===== config.mk =====
export PLATFORM = sky130hd
export DESIGN_NAME = ahb_to_cb
export DESIGN_NICKNAME = d
export VERILOG_FILES = /design/src/rtl/ahb_to_cb.sv
export SDC_FILE = /design/constraint.sdc
export NUM_CORES = 1
export LEC_CHECK = 0
export ABC_AREA = 1
export BUFFER_PORTS_ARGS = -buffer_cell sky130_fd_sc_hd__buf_2
export CAP_MARGIN = 20
export CORE_MARGIN = 10
export CORE_UTILIZATION = 36
export CTS_BUF_LIST = sky130_fd_sc_hd__clkbuf_16
export DETAILED_ROUTE_END_ITERATION = 10
export GPL_ROUTABILITY_DRIVEN = 0
export GPL_TIMING_DRIVEN = 0
export PLACE_DENSITY = 0.77
export SETUP_SLACK_MARGIN = 0.1
export SYNTH_ARGS = -nofsm -noshare
export SYNTH_HDL_FRONTEND = slang
export SYNTH_SLANG_ARGS = --single-unit

===== constraint.sdc =====
create_clock -name clk -period 1.3 [get_ports clk]
set_clock_uncertainty 0.15 [all_clocks]
set_input_delay 0.13 -clock clk [delete_from_list [all_inputs] [get_ports clk]]
set_output_delay 0.13 -clock clk [all_outputs]
set_load 0.1 [all_outputs]

===== src/rtl/ahb_to_cb.sv =====
// ahb_to_cb: AHB subordinate that turns single AHB transfers into core-bus
// initiator transactions. One transfer is outstanding at a time; the AHB data
// phase is stretched with wait states until the core-bus response returns.
module ahb_to_cb #(
  parameter int ALIGN_CHECK = 1
) (
  input  logic        clk,
  input  logic        rst,
  // AHB manager request
  input  logic [31:0] ahb_haddr_i,
  input  logic [1:0]  ahb_htrans_i,
  input  logic [2:0]  ahb_hsize_i,
  input  logic        ahb_hwrite_i,
  input  logic        ahb_hsel_i,
  input  logic [31:0] ahb_hwdata_i,
  // AHB response
  output logic        ahb_hready_o,
  output logic        ahb_hresp_o,
  output logic [31:0] ahb_hrdata_o,
  // Core-bus request
  output logic [31:0] cb_wr_addr_o,
  output logic        cb_wr_addr_valid_o,
  output logic [2:0]  cb_wr_size_o,
  output logic [31:0] cb_wr_data_o,
  output logic        cb_wr_data_valid_o,
  output logic [3:0]  cb_wr_strobe_o,
  output logic        cb_wr_resp_ready_o,
  output logic [31:0] cb_rd_addr_o,
  output logic        cb_rd_addr_valid_o,
  output logic [2:0]  cb_rd_size_o,
  output logic        cb_rd_ready_o,
  // Core-bus response
  input  logic        cb_wr_addr_ready_i,
  input  logic        cb_wr_data_ready_i,
  input  logic        cb_wr_resp_valid_i,
  input  logic [1:0]  cb_wr_resp_error_i,
  input  logic        cb_rd_addr_ready_i,
  input  logic        cb_rd_valid_i,
  input  logic [31:0] cb_rd_data_i,
  input  logic [1:0]  cb_rd_resp_i
);

  typedef enum logic [2:0] {
    IDLE, WR_REQ, WR_RSP, RD_REQ, RD_RSP, DONE, ERR1, ERR2
  } state_e;

  state_e      state_q, state_d;
  logic [31:0] addr_q, addr_d;
  logic [2:0]  size_q, size_d;
  logic        aw_done_q, aw_done_d;
  logic        w_done_q, w_done_d;
  logic [31:0] hrdata_q, hrdata_d;

  logic        accept;
  logic        misaligned;
  logic        illegal;
  logic [2:0]  size_eff;
  logic [31:0] addr_eff;
  logic        aw_now;
  logic        w_now;

  // Address-phase decode: a real transfer is only taken while we drive hready high.
  assign accept     = ahb_hready_o && ahb_hsel_i &&
                      ((ahb_htrans_i == 2'b10) || (ahb_htrans_i == 2'b11));
  assign misaligned = (ahb_hsize_i > 3'd2) ||
                      ((ahb_hsize_i == 3'd1) && ahb_haddr_i[0]) ||
                      ((ahb_hsize_i == 3'd2) && (ahb_haddr_i[1:0] != 2'b00));
  assign illegal    = (ALIGN_CHECK != 0) && misaligned;
  assign size_eff   = ((ALIGN_CHECK == 0) && (ahb_hsize_i > 3'd2)) ? 3'd2 : ahb_hsize_i;
  assign addr_eff   = (ALIGN_CHECK != 0) ? ahb_haddr_i :
                      (size_eff == 3'd2) ? {ahb_haddr_i[31:2], 2'b00} :
                      (size_eff == 3'd1) ? {ahb_haddr_i[31:1], 1'b0} : ahb_haddr_i;

  // A write handshake counts as done once its ready has been seen, now or earlier.
  assign aw_now = aw_done_q || cb_wr_addr_ready_i;
  assign w_now  = w_done_q || cb_wr_data_ready_i;

  // State and capture registers with synchronous active-low reset.
  always_ff @(posedge clk) begin
    if (!rst) begin
      state_q   <= IDLE;
      addr_q    <= '0;
      size_q    <= '0;
      aw_done_q <= 1'b0;
      w_done_q  <= 1'b0;
      hrdata_q  <= '0;
    end else begin
      state_q   <= state_d;
      addr_q    <= addr_d;
      size_q    <= size_d;
      aw_done_q <= aw_done_d;
      w_done_q  <= w_done_d;
      hrdata_q  <= hrdata_d;
    end
  end

  // Next-state and capture logic; IDLE, DONE and ERR2 all accept a new address phase.
  always_comb begin
    state_d   = state_q;
    addr_d    = addr_q;
    size_d    = size_q;
    aw_done_d = aw_done_q;
    w_done_d  = w_done_q;
    hrdata_d  = hrdata_q;
    case (state_q)
      IDLE, DONE, ERR2: begin
        state_d = IDLE;
        if (accept) begin
          addr_d    = addr_eff;
          size_d    = size_eff;
          aw_done_d = 1'b0;
          w_done_d  = 1'b0;
          if (illegal)           state_d = ERR1;
          else if (ahb_hwrite_i) state_d = WR_REQ;
          else                   state_d = RD_REQ;
        end
      end
      WR_REQ: begin
        aw_done_d = aw_now;
        w_done_d  = w_now;
        if (aw_now && w_now) state_d = WR_RSP;
      end
      WR_RSP: begin
        if (cb_wr_resp_valid_i) begin
          if (cb_wr_resp_error_i != 2'b00) begin
            state_d = ERR1;
          end else begin
            state_d  = DONE;
            hrdata_d = '0;
          end
        end
      end
      RD_REQ: begin
        if (cb_rd_addr_ready_i) state_d = RD_RSP;
      end
      RD_RSP: begin
        if (cb_rd_valid_i) begin
          hrdata_d = cb_rd_data_i;
          state_d  = (cb_rd_resp_i == 2'b00) ? DONE : ERR1;
        end
      end
      ERR1:    state_d = ERR2;
      default: state_d = IDLE;
    endcase
  end

  // Output decode from state and capture registers only.
  always_comb begin
    ahb_hready_o       = 1'b0;
    ahb_hresp_o        = 1'b0;
    cb_wr_addr_valid_o = 1'b0;
    cb_wr_data_valid_o = 1'b0;
    cb_wr_resp_ready_o = 1'b0;
    cb_rd_addr_valid_o = 1'b0;
    cb_rd_ready_o      = 1'b0;
    cb_wr_strobe_o     = 4'hF;
    case (size_q)
      3'd0:    cb_wr_strobe_o = 4'b0001 << addr_q[1:0];
      3'd1:    cb_wr_strobe_o = 4'b0011 << {addr_q[1], 1'b0};
      default: cb_wr_strobe_o = 4'hF;
    endcase
    case (state_q)
      IDLE, DONE: ahb_hready_o = 1'b1;
      WR_REQ: begin
        cb_wr_addr_valid_o = !aw_done_q;
        cb_wr_data_valid_o = !w_done_q;
      end
      WR_RSP: cb_wr_resp_ready_o = 1'b1;
      RD_REQ: cb_rd_addr_valid_o = 1'b1;
      RD_RSP: cb_rd_ready_o      = 1'b1;
      ERR1:   ahb_hresp_o        = 1'b1;
      ERR2: begin
        ahb_hready_o = 1'b1;
        ahb_hresp_o  = 1'b1;
      end
      default: ahb_hready_o = 1'b1;
    endcase
  end

  assign ahb_hrdata_o = hrdata_q;
  assign cb_wr_addr_o = addr_q;
  assign cb_wr_size_o = size_q;
  assign cb_wr_data_o = ahb_hwdata_i;
  assign cb_rd_addr_o = addr_q;
  assign cb_rd_size_o = size_q;

endmodule


==> flow_summary.ini, run 1 <==
[status]
status = aborted with a tool error
lastStage = global routing (5_1_grt)
stop_error = [ERROR DPL-0038] Utilization greater than 100%, impossible to legalize

[synthesis]
synth_mux_area_share_pct = 0
yosysSeqAreaShare_pct = 43.0
async_flop_share_pct = 0
synth_largest_area_cell = dfxtp_1
syn_area_per_cell_um2 = 7.22
yosys_warnings = 0
syn_nets = 578
synth_fa_ha_area_share_pct = 0
synth_compound_gate_area_share_pct = 12.7
synth_cell_types = 24
yosys-top-cells-area = dfxtp_1, buf_4, nand2_1, nor2_1, a21oi_1
synthSimpleGateAreaFrac_pct = 23.1
yosysTopAreaCellShare_pct = 43.0
synth_top_family_by_area = simple AND/OR/NAND/NOR gates
syn_area_um2 = 3350
synth_ff_type = dfxtp_1
ys_seq_elements = 72
synth_edf_count = 0
synthCells = 464
synth-xor-area-share_pct = 0

[clock_network]
clock-root-buffer = clkbuf_16
cts_buffers = 9
clockBufferDepth = 2
htree_levels = 3
cts_sinks = 72

[die]
die_width_um = 116
die_h_um = 116
ios = 259
start_util_pct = 36.6
rows = 35

[placed_design]
portBuffers = 224
dpl.hpwl_mm = 9.76

[timing]
worstEpCategory = output port
grt-worst-endpoint = cb_wr_strobe_o[0]

[grt]
grt_max_degree = 13
-- logic make-up after synthesis --
group           count (synthesis)
compound gates                 84
buf+inv                       113
flops                          72
simple gates                  195
-- timing repair --
item,in CTS
gates cloned,11
hold endpoints to repair,67
endpoints found under the setup margin,185
hold buffers,67
gates resized for setup,576
setup buffers,41
pin swaps,74
-- cell usage after synthesis, types with 3 or more instances --
| cell type | number |
|---|---|
| a21oi_1 | 40 |
| o21ai_0 | 39 |
| inv_2 | 5 |
| nand2_1 | 101 |
| clkbuf_1 | 6 |
| buf_4 | 73 |
| inv_1 | 19 |
| o21ai_1 | 3 |
| dfxtp_1 | 72 |
| nand3_1 | 4 |
| nor2_1 | 79 |
| buf_2 | 7 |
-- per-stage QoR --
| step | setup TNS, ns | setup slack (ns) | utilization (%) | cells | area, µm² |
|---|---|---|---|---|---|
| 2_1_floorplan | -12.08 | -0.377 | - | 464 | 3830 |
| 3_3_place_gp | -20.43 | -0.378 | 55.6 | 799 | 5090 |
| 3_5_place_dp | -22.32 | -0.401 | 55.6 | 799 | 5090 |
| 4_1_cts | -22.18 | -0.412 | 92.4 | 933 | 8460 |
==> run 2: changes to the inputs <==
CORE_UTILIZATION = 22   (was 36)
CTS_BUF_LIST = not set   (was sky130_fd_sc_hd__clkbuf_16)
PLACE_DENSITY = not set   (was 0.77)
PLACE_DENSITY_LB_ADDON = 0.15   (was not set)
SETUP_SLACK_MARGIN = not set   (was 0.1)
clock period = 1.69 ns   (was 1.3 ns; I/O delays follow)
==> flow_summary.ini, run 2 <==
[status]
status = finished clean

[layout]
diodes = 0
fin_nets = 891
final_cell_mix = buf_2, nand2_1, buf_4
final_layout_size_suffix_gt1_share_pct = 48.5
fin_cells = 969
mostFrequentLayoutCell = buf_2
area_growth_pct = 85.3

[routing]
wl_met2_mm = 6.31
drc = 0
drt_first_iter_violations = 91
ant_nets = 0
wl_per_cell_um = 14.2
dr.pass1.iters = 4
wl_met3_mm = 1.84
via_per_inst = 4.08
route.top_layer_used = met5
num_vias = 3952
wl_met1_mm = 5.44
totalWireLength_mm = 13.7

[worst_setup_path]
slowest_stage = dfxtp_4
cpPeakStageDelay_ns = 0.34
r2r_end = ahb_hrdata_o[11]$_SDFFE_PN0P_
crit_type = flop to output pin
cp-end-kind = output pin
r2r_slack_ns = 0.08
rr_worst_depth = 10
worstPathArrival_ns = 1.36
cp_max_fo = 3
worstPathRequired_ns = 1.37
critPathLaunchType = flop
rr_startpoint = state_q[1]$_SDFFE_PN0P_
path_cells = nand3b_1 > nand2_1 > inv_2 > o21ai_4 > buf_12

[placed_design]
place_inst = 876
dpl.hpwl_mm = 10.5
portBuffers = 224

[clock_network]
htree_levels = 3
clk_latency_ns = 0.33
cts.clk_slew.worst_paths_ns = 0.05
clockBufferDepth = 2
cts_sinks = 72
cts_buffers = 9
cts_tree = done
clock-root-buffer = clkbuf_16

[synthesis]
syn_area_per_cell_um2 = 7.22
yosysSeqAreaShare_pct = 43.0
synth_cell_types = 24
yosys-top-cells-area = dfxtp_1, buf_4, nand2_1, nor2_1, a21oi_1
synth_largest_area_cell = dfxtp_1
synthTopCellsByCount = nand2_1, nor2_1, buf_4, dfxtp_1, a21oi_1
ys_seq_elements = 72
synth_ff_type = dfxtp_1
synth_edf_count = 0
yosys_warnings = 0
syn_area_um2 = 3350
syn_nets = 578
yosysTopAreaCellShare_pct = 43.0
synth.most_common_cell = nand2_1
synthCells = 464
async_flop_share_pct = 0

[timing]
slew_viol_final = 0
min_period_ns = 1.68
period_share_pct = 99.4
timing.hold.ws_ns = 0.0269
tightestPinTransition_ns = 0.573
grt_setup_unrepaired = yes
finalHoldViolCount = 0
relSlewSlack_pct = 61.8
max_freq_mhz = 595
setup_violations = 0

[min_path]
worstHoldStart = ahb_haddr_i[0]
holdPathEnd = cb_rd_addr_o[0]$_SDFFE_PN0P_
whs_path_depth = 3
hold_path.class = primary input to flop

[die]
rows = 45
dieArea_um2 = 20600
die_width_um = 143
coreArea_um2 = 15000
start_util_pct = 22.3
die_h_um = 143
ios = 259

[power]
p_int_uw = 5280
p_leak_uw = 0.00319
pwr_density_cell_nw_per_um2 = 1930
seqPwrFrac_pct = 18.9
ir_worst_vdd_uv = 893
power_frac_clock_pct = 17.9
p_sw_uw = 6720
p_sw_share_pct = 56.0
pwr-share-comb_pct = 63.2

[grt]
track_usage_pct = 12.5
grt_overflow = 0
grt_pass1_vias = 4085
grt_antenna_before_repair = 1
grt_max_degree = 13
grt_pass1_wl_mm = 20.6

[run]
drv_cap = 0
## run 2: cell counts after synthesis
Identical to the previous run, type by type.
## run 2: power groups by stage
stage | Clock [µW] | Sequential [µW] | Combinational [µW]
after CTS | 2210 | 2260 | 7320
after floorplan | 0 | 4070 | 3850
after global routing | 2300 | 2320 | 7900
after detailed placement | 0 | 2280 | 6690
final | 2150 | 2270 | 7580
after global placement | 0 | 2260 | 6670
## run 2: area by class of cell
class,count,area [µm²]
clock buffer,11,264
timing repair buffer,302,2020
fill,1538,8830
sequential,72,1470
inverter,25,103
tap,188,235
multi-input combinational,279,1370
clock inverter,4,73.8
buffer,88,672
## run 2: layer usage
metal | GRT usage [%] | vias up
met2 | 20.2 | 182
met5 | 0 | -
met4 | 3.01 | 2
met1 | 13.6 | 1738
li1 | - | 2019
met3 | 7.76 | 11
## run 2: how the worst max path moves through the flow
stage                                       from                       endpoint  slack (ns)  cells past startpoint
global route        cb_rd_size_o[1]$_SDFFE_PN0P_              cb_wr_strobe_o[3]       -0.08                      5
finish              cb_rd_size_o[1]$_SDFFE_PN0P_              cb_wr_strobe_o[3]        0.01                      5
global placement                             rst  ahb_hrdata_o[16]$_SDFFE_PN0P_       -0.15                      4
detailed placement                           rst  ahb_hrdata_o[28]$_SDFFE_PN0P_       -0.23                      4
floorplan                state_q[0]$_SDFFE_PN0P_             cb_wr_addr_valid_o       -0.18                      4
CTS                 cb_rd_size_o[1]$_SDFFE_PN0P_              cb_wr_strobe_o[1]       -0.02                      5
## run 2: logic make-up (layout without fill, tap and decap cells)
family / Yosys count / in the layout / synth area share, %
buf+inv: 113 / 430 / 21.2
simple gates: 195 / 195 / 23.1
compound gates: 84 / 84 / 12.7
flops: 72 / 72 / 43.0
## run 2: through the flow
| step | setup TNS (ns) | util, % | total power [µW] | area [µm²] | setup WS (ns) |
|---|---|---|---|---|---|
| 2_1_floorplan | -1.13 | - | 7920 | 3450 | -0.184 |
| 3_3_place_gp | -7.52 | 32.0 | 8930 | 4810 | -0.148 |
| 3_5_place_dp | -9.59 | 32.0 | 8960 | 4810 | -0.235 |
| 4_1_cts | -0.153 | 40.1 | 11800 | 6030 | -0.0241 |
| 5_1_grt | -0.338 | 41.3 | 12500 | 6200 | -0.0838 |
| 6_report | 0 | 41.3 | 12000 | 6200 | 0.00987 |
## run 2: critical path, delay by kind of cell (launching register included)
kind                   cells  cell delay (ns)
DFF                        1             0.34
AOI/OAI and AO/OA          1             0.14
buffers and inverters      2             0.25
and+or+nand+nor            2             0.30
## run 2: what timing repair did
action | in CTS | in global routing
gates cloned | 0 | 2
setup endpoints to repair | 49 | 76
gates resized for setup | 57 | 36
hold buffers | 66 | 0
endpoints found under the hold margin | 66 | 0
setup buffers | 3 | 7
pin swaps | 6 | 6
No activity file was read; power rests on OpenSTA's default activity.
==> run 3: changes to the inputs <==
clock period = 2.2 ns   (was 1.69 ns; I/O delays follow)
==> flow_summary.ini, run 3 (synthesis results as in run 2) <==
[layout]
regArea_um2 = 1440
final_cell_mix = buf_2, nand2_1, nor2_1
multi_input_area_um2 = 1240
mostFrequentLayoutCell = buf_2
postLayoutCellArea_um2 = 5700
diodes = 0
fin_nets = 877
area_growth_pct = 70.2
fin_cells = 956
fillCellCount = 1556
final_layout_size_suffix_gt1_share_pct = 44.5

[die]
die_width_um = 143
ios = 259
die_h_um = 143
start_util_pct = 22.3
rows = 45
dieArea_um2 = 20600
coreArea_um2 = 15000

[routing]
num_vias = 3903
wl_per_cell_um = 14.0
totalWireLength_mm = 13.4
ant_nets = 0
route.top_layer_used = met4
wl_met1_mm = 5.55
dr.pass1.iters = 4
via_per_inst = 4.08
wl_met2_mm = 6.11
wl_met3_mm = 1.57
drt_first_iter_violations = 89
drc = 0

[placed_design]
dpl.hpwl_mm = 10.4
place_inst = 876
portBuffers = 224
place_area_um2 = 4750

[power]
p_leak_uw = 0.00302
p_sw_share_pct = 59.2
pwr-share-comb_pct = 61.5
pwr_density_cell_nw_per_um2 = 1470
seqPwrFrac_pct = 20.5
p_int_uw = 3410
ir_worst_vdd_uv = 574
p_sw_uw = 4950
power.total_uw = 8360
power_frac_clock_pct = 18.0

[min_path]
hold_path.class = primary input to flop

[worst_setup_path]
worstPathArrival_ns = 1.68
worstPathRequired_ns = 1.83
critPathLaunchType = flop
crit_type = flop to output pin
cp_max_fo = 7
cp-end-kind = output pin

[timing]
relSlewSlack_pct = 65.4
finalHoldViolCount = 0
max_freq_mhz = 488
period_share_pct = 93.2
slew_viol_final = 0
min_period_ns = 2.05
grt_setup_unrepaired = no
tightestPinTransition_ns = 0.523
setup_violations = 0

[grt]
grt_antenna_before_repair = 0
grt_overflow = 0
grt_max_degree = 13
grt_pass1_wl_mm = 20.7
grt_pass1_vias = 4000
track_usage_pct = 12.4

[clock_network]
clockBufferDepth = 2
cts_buffers = 9
htree_levels = 3
cts_tree = done
clock-root-buffer = clkbuf_16
cts_sinks = 72
clk_latency_ns = 0.34
cts.clk_slew.worst_paths_ns = 0.06

[status]
status = finished clean

[run]
drv_cap = 0
==> run 3: what timing repair did <==
item	in CTS	in global routing
hold buffers	64	0
setup endpoints to repair	0	2
gates resized for setup	0	2
hold endpoints to repair	64	0
buffers inserted	0	0
==> run 3: layout make-up <==
type                    count  area share [%]
repair buffers            288            31.0
flip-flops and latches     72            25.3
multi-input cells         279            21.7
plain buffers              88            10.8
clock buffers              11            4.43
well taps                 188            4.13
inverters                  25            1.65
clock inverters             5           0.966
==> run 3: critical path, stage by stage (launching register included) <==
cell     delay, ns
dfxtp_1       0.48
nand2_1       0.21
o22ai_2       0.18
buf_2         0.47
==> run 3: final timing paths <==
path,startpoint,cells past startpoint,endpoint,slack (ns)
worst min register to register,ahb_hrdata_o[26]$_SDFFE_PN0P_,2,ahb_hrdata_o[26]$_SDFFE_PN0P_,0.31
worst max-delay path,state_q[0]$_SDFFE_PN0P_,3,ahb_hresp_o,0.15
worst min-delay path,ahb_haddr_i[1],3,cb_rd_addr_o[1]$_SDFFE_PN0P_,0.01
worst max register to register,state_q[2]$_SDFFE_PN0P_,8,cb_rd_addr_o[21]$_SDFFE_PN0P_,0.42
==> run 3: routing by layer <==
layer  vias to the layer above  global-route usage, %
met5                         -                      0
met4                         0                   3.87
met3                        15                   5.91
met2                       169                   20.3
met1                      1727                   14.1
li1                       1992                      -
==> run 3: power groups by stage <==
stage               Combinational [µW]  Clock [µW]  Sequential (µW)
finish                            5140        1510             1710
global route                      5390        1620             1750
CTS                               5170        1560             1710
detailed placement                5080           0             1740
global placement                  5060           0             1730
floorplan                         2890           0             3110
==> run 3: per-stage QoR <==
step	setup WS (ns)	util, %	TNS (ns)	hold WS, ns
floorplan	-0.231	-	-0.625	0.205
global placement	0.363	31.6	0	0.294
detailed placement	0.346	31.6	0	0.297
CTS	0.0392	37.9	0	0.00382
global route	0.0216	37.9	0	0.0275
finish	0.150	37.9	0	0.0130
